## config.mk

```make
export PLATFORM = sky130hd
export DESIGN_NAME = serial_sub_cmp_flat
export DESIGN_NICKNAME = d
export VERILOG_FILES = /design/src/rtl/serial_sub_cmp_if.sv /design/src/rtl/serial_sub_cmp.sv /design/src/flat_wrapper.sv
export SDC_FILE = /design/constraint.sdc
export NUM_CORES = 1
export LEC_CHECK = 0
export CAP_MARGIN = 30
export CORE_MARGIN = 1.5
export CORE_UTILIZATION = 30
export CTS_CLUSTER_SIZE = 8
export DETAILED_ROUTE_END_ITERATION = 10
export GPL_ROUTABILITY_DRIVEN = 0
export HOLD_SLACK_MARGIN = 0.08
export SLEW_MARGIN = 15
export SYNTH_ARGS = -nofsm -noshare
export SYNTH_HDL_FRONTEND = slang
export SYNTH_SLANG_ARGS = --single-unit
```

## constraint.sdc

```tcl
create_clock -name clk -period 6.3 [get_ports clk]
set_clock_uncertainty 0.1 [all_clocks]
set_input_delay 0.63 -clock clk [delete_from_list [all_inputs] [get_ports clk]]
set_output_delay 0.63 -clock clk [all_outputs]
set_load 0.05 [all_outputs]
```

## src/rtl/serial_sub_cmp_if.sv

```systemverilog
// Operand/result bundle for serial_sub_cmp.
// The master drives start/a/b; the slave returns the status, difference and flags.
interface serial_sub_cmp_if #(
    parameter int unsigned WIDTH = 32
);
    logic             start;
    logic [WIDTH-1:0] a;
    logic [WIDTH-1:0] b;
    logic             busy;
    logic             done;
    logic [WIDTH-1:0] diff;
    logic             eq;
    logic             less;
    logic             upper;

    modport master (
        output start, a, b,
        input  busy, done, diff, eq, less, upper
    );

    modport slave (
        input  start, a, b,
        output busy, done, diff, eq, less, upper
    );
endinterface

```

## src/rtl/serial_sub_cmp.sv

```systemverilog
// Serial subtractor: a-b one SLICE-bit chunk per clock, LSB first, with eq/less/upper flags.
// Define SERIAL_SUB_OVF_CORRECT_EN to correct the flags for signed overflow.
module serial_sub_cmp #(
    parameter int unsigned WIDTH = 32,
    parameter int unsigned SLICE = 8
) (
    input logic             clk,
    input logic             rst_n,
    serial_sub_cmp_if.slave bus
);
    localparam int unsigned NSlices = WIDTH / SLICE;
    localparam int unsigned CntW    = (NSlices > 1) ? $clog2(NSlices) : 1;

    typedef enum logic [1:0] {StIdle, StRun, StDone} state_e;

    state_e           state;
    logic [WIDTH-1:0] aReg;
    logic [WIDTH-1:0] bInv;
    logic             carry;
    logic [CntW-1:0]  cnt;

    logic [SLICE-1:0] aSlice;
    logic [SLICE-1:0] bSlice;
    logic [SLICE:0]   sum;
    logic [WIDTH-1:0] diffNext;
    logic             lastSlice;
    logic             tz;
    logic             sgn;
    logic             eqNext;
    logic             lessNext;
    logic             upperNext;
`ifdef SERIAL_SUB_OVF_CORRECT_EN
    logic             ovf;
`endif

    always_comb begin
        aSlice    = aReg[cnt*SLICE +: SLICE];
        bSlice    = bInv[cnt*SLICE +: SLICE];
        sum       = {1'b0, aSlice} + {1'b0, bSlice} + {{SLICE{1'b0}}, carry};
        diffNext  = bus.diff;
        diffNext[cnt*SLICE +: SLICE] = sum[SLICE-1:0];
        lastSlice = (cnt == CntW'(NSlices - 1));
        tz        = |diffNext[WIDTH-2:0];
        sgn       = diffNext[WIDTH-1];
        eqNext    = ~sgn & ~tz;
`ifdef SERIAL_SUB_OVF_CORRECT_EN
        // Carry into the MSB is recovered from the MSB sum bit: cin = a ^ ~b ^ s.
        ovf       = (aSlice[SLICE-1] ^ bSlice[SLICE-1] ^ sum[SLICE-1]) ^ sum[SLICE];
        lessNext  = sgn ^ ovf;
        upperNext = ~eqNext & ~lessNext;
`else
        lessNext  = sgn;
        upperNext = ~sgn & tz;
`endif
    end

    always_ff @(posedge clk or negedge rst_n) begin
        if (!rst_n) begin
            state     <= StIdle;
            aReg      <= '0;
            bInv      <= '0;
            carry     <= 1'b1;
            cnt       <= '0;
            bus.busy  <= 1'b0;
            bus.done  <= 1'b0;
            bus.diff  <= '0;
            bus.eq    <= 1'b0;
            bus.less  <= 1'b0;
            bus.upper <= 1'b0;
        end else begin
            case (state)
                StIdle, StDone: begin
                    bus.done <= 1'b0;
                    if (bus.start) begin
                        state     <= StRun;
                        aReg      <= bus.a;
                        bInv      <= ~bus.b;
                        carry     <= 1'b1;
                        cnt       <= '0;
                        bus.busy  <= 1'b1;
                        bus.diff  <= '0;
                        bus.eq    <= 1'b0;
                        bus.less  <= 1'b0;
                        bus.upper <= 1'b0;
                    end else begin
                        state    <= StIdle;
                        bus.busy <= 1'b0;
                    end
                end
                StRun: begin
                    bus.diff <= diffNext;
                    carry    <= sum[SLICE];
                    if (lastSlice) begin
                        state     <= StDone;
                        cnt       <= '0;
                        bus.busy  <= 1'b0;
                        bus.done  <= 1'b1;
                        bus.eq    <= eqNext;
                        bus.less  <= lessNext;
                        bus.upper <= upperNext;
                    end else begin
                        cnt <= cnt + 1'b1;
                    end
                end
                default: state <= StIdle;
            endcase
        end
    end
endmodule

```

## src/flat_wrapper.sv

```systemverilog
// flat-port wrapper written by rule: the top's interface ports become plain ports
module serial_sub_cmp_flat 
#(
    parameter int unsigned WIDTH = 32,
    parameter int unsigned SLICE = 8
)
  (clk, rst_n, bus_start, bus_a, bus_b, bus_busy, bus_done, bus_diff, bus_eq, bus_less, bus_upper);
  serial_sub_cmp_if #(.WIDTH(WIDTH)) bus_i ();
  input logic clk;
  input logic rst_n;
  input wire logic [$bits(bus_i.start)-1:0] bus_start;
  input wire logic [$bits(bus_i.a)-1:0] bus_a;
  input wire logic [$bits(bus_i.b)-1:0] bus_b;
  output wire logic [$bits(bus_i.busy)-1:0] bus_busy;
  output wire logic [$bits(bus_i.done)-1:0] bus_done;
  output wire logic [$bits(bus_i.diff)-1:0] bus_diff;
  output wire logic [$bits(bus_i.eq)-1:0] bus_eq;
  output wire logic [$bits(bus_i.less)-1:0] bus_less;
  output wire logic [$bits(bus_i.upper)-1:0] bus_upper;
  assign bus_i.start = bus_start;
  assign bus_i.a = bus_a;
  assign bus_i.b = bus_b;
  assign bus_busy = bus_i.busy;
  assign bus_done = bus_i.done;
  assign bus_diff = bus_i.diff;
  assign bus_eq = bus_i.eq;
  assign bus_less = bus_i.less;
  assign bus_upper = bus_i.upper;
  serial_sub_cmp #(.WIDTH(WIDTH), .SLICE(SLICE)) u_core (.clk(clk), .rst_n(rst_n), .bus(bus_i));
endmodule
```

==> impl_results.md <==
- Hold depth: 2
- Register area share after synthesis: 0.535
- Clock-pin slew on the worst setup and hold paths: 0.07 ns
- Clock H-tree levels: 3
- CP cell instances: buf_4 -> mux4_2 -> ha_1 -> o21ai_0 -> o21ai_0 -> o21ai_0 -> a211oi_1 -> o21ai_0 -> nand4b_1 -> a21boi_2
- Status: finished, final reports clean
- CTS Buf Count: 9
- Post-cts resize count: 0
- Share of layout cells above drive strength 1: 0.0850
- Critical path peak fanout: 20
- Actual slew at the worst max-slew pin: 0.932 ns
- Standard-cell row count: 46
- Final HPWL from detailed placement: 9.75 mm
- # DRC: 0
- Final ANT Viol Nets: 0
- Core footprint: 0.0160 sq mm
- Worst skew pair latency: 0.35 ns
- Most frequent cell after synthesis: nand2_1
- Startpoint type of the worst setup path: flop
- Unique masters post-synth: 41
- # setup viols final: 0
- First-pass GRT wire length: 20.9 mm
- Worst r2r path cells: 10
- Share of the synthesized area in the top cell type: 0.529
- Vias in the first global route: 4,079
- Initial antenna violation count: 0
- Vias: 3,927
- WS Path Type: flop to flop
- Synthesized netlist cell count: 487
- Number of flops mapped to enable cells by yosys: 0
- Number of DRC markers in iteration 0: 322
- I/O Pins: 104
- Port Buffer Count: 103
- Slowest stage delay, CP: 0.71 ns
- TritonCTS clock tree: yes
- Asr flop ratio synth: 1.00
- Pre-Repair DR Iteration Count: 7
- Required time of the critical path: 6.47 ns
- Max Transition Viols Final: 0
- Total GRT Usage: 0.153
- Final WL: 13.1 mm
- Fmax: 249 MHz
- Min Tclk post-route: 4.01 ns
- Slew margin rel.: 0.379
- WL/cell: 16.2 um
- Hold Crit Class: flop to flop
- Yosys top cell by area: dfrtp_1
- Antenna diodes: 0
- Die ar.: 0.0173 sq mm
- Most used cell, CP: o21ai_0
- Starting Density: 0.310
- Syn Std Cell Area: 0.00496 sq mm
- Largest net degree at the start of global routing: 102
- Worst setup EP type: flop
- Synth Area per Inst: 10.2 sq um
- Synth Flop Type: dfrtp_1
- Synth-to-layout area growth: 31.6%
- Max-cap violations: 0
- Warning count from the yosys run: 0
- Setup total negative slack: 0 ns
- RSZ-0062 raised after global routing: no
- R2R setup slack: 2.29 ns
- Commonest cells in the netlist: nand2_1 (144), dfrtp_1 (105), o21ai_0 (53)
- Die width: 132 um
- Post-Syn Nets: 569
- Clock sinks: 106
- Fin nets: 665
- Chip Height: 132 um
- Root Buffer: clkbuf_16
- Drt via density: 4.88
- Hold Vio Cnt, Final: 0
- Period utilization: 0.637
- CP max stage cell: dfrtp_1
- Worst EP arrival: 4.19 ns
- Remaining Overflow, GRT: 0
- Clk buf depth: 2
- Synth area leaders: dfrtp_1 (53%), nand2_1 (11%), mux4_2 (7.3%)
- #FFs+latches synth: 106
==> sequential cells by signal, summed over array words and instances, names as in the netlist, 2 cells and up <==
register / cells
u_core.state: 2
u_core.bus.diff: 32
u_core.cnt: 2
u_core.aReg: 32
u_core.bInv: 32
==> logic make-up after synthesis <==
| family | Yosys count | synth area share |
|---|---|---|
| AOI/OAI and AO/OA | 106 | 0.135 |
| xor gates and xnor gates | 6 | 0.0121 |
| adders and majority gates | 15 | 0.0408 |
| buffers and inverters | 32 | 0.0242 |
| DFF | 106 | 0.535 |
| muxes | 18 | 0.0766 |
| and+or+nand+nor | 204 | 0.176 |
==> critical path: cells and delay by family (launching register included) <==
family,cells,cell delay (ns)
AOI/OAI and AO/OA,6,1.63
DFF,1,0.71
muxes,1,0.55
buffers and inverters,1,0.39
adders and majority gates,1,0.37
and+or+nand+nor,1,0.18
==> layout make-up <==
class | instances | area (sq um)
inverters | 9 | 33.8
fillers | 1604 | 9470
multi-input cells | 349 | 2200
repair buffers | 108 | 1090
clock buffers | 10 | 239
clock inverters | 6 | 48.8
well taps | 216 | 270
flip-flops and latches | 106 | 2650
==> metrics by stage <==
step           worst slack (ns)  utilization  hold WS, ns  area (sq um)  cells
5_1_grt                    1.96        0.408        0.406          6530    804
4_1_cts                    2.26        0.408        0.380          6530    804
6_report                   2.29        0.408        0.373          6530    804
3_5_place_dp               2.30        0.390        0.363          6240    787
2_1_floorplan              2.34            -        0.234          4960    487
3_3_place_gp               2.49        0.388        0.353          6210    786
==> timing repair <==
item	4_1_cts	5_1_grt
setup buffers	0	0
hold buffers	1	0
hold endpoints to repair	19	0
==> metal layers <==
metal  wire, um  vias to the layer above  GRT usage
li1           -                     1887          -
met1       5560                     1908      0.184
met2       6740                      121      0.277
met3        602                       11     0.0324
met4        160                        0     0.0420
met5          0                        -          0
==> worst paths after layout <==
path / startpoint / to
setup / recovery: u_core.cnt[0]$_DFFE_PN0P_ / u_core.bus.upper$_DFFE_PN0P_
hold / removal: u_core.aReg[2]$_DFFE_PN0P_ / u_core.aReg[2]$_DFFE_PN0P_
setup reg to reg: u_core.cnt[0]$_DFFE_PN0P_ / u_core.bus.upper$_DFFE_PN0P_
hold reg to reg: u_core.aReg[2]$_DFFE_PN0P_ / u_core.aReg[2]$_DFFE_PN0P_
max in group asynchronous: rst_n / u_core.carry$_DFFE_PN1P_
min in group asynchronous: rst_n / u_core.bInv[21]$_DFFE_PN0P_
==> layout by cell type, fill, tap and decap left out, drive strengths merged, types with 7 or more instances in the layout <==
cell type,count
nor3,7
clkbuf,10
mux4,16
dfrtp,105
inv,11
o21ai,54
nor4,9
nand2,144
a22o,24
a21oi,16
clkdlybuf4s50,102
nor2,19
ha,13
Power is left out: the tool's default activity adds up to more than one toggle a clock period on the data nets, which glitch-free logic cannot reach.
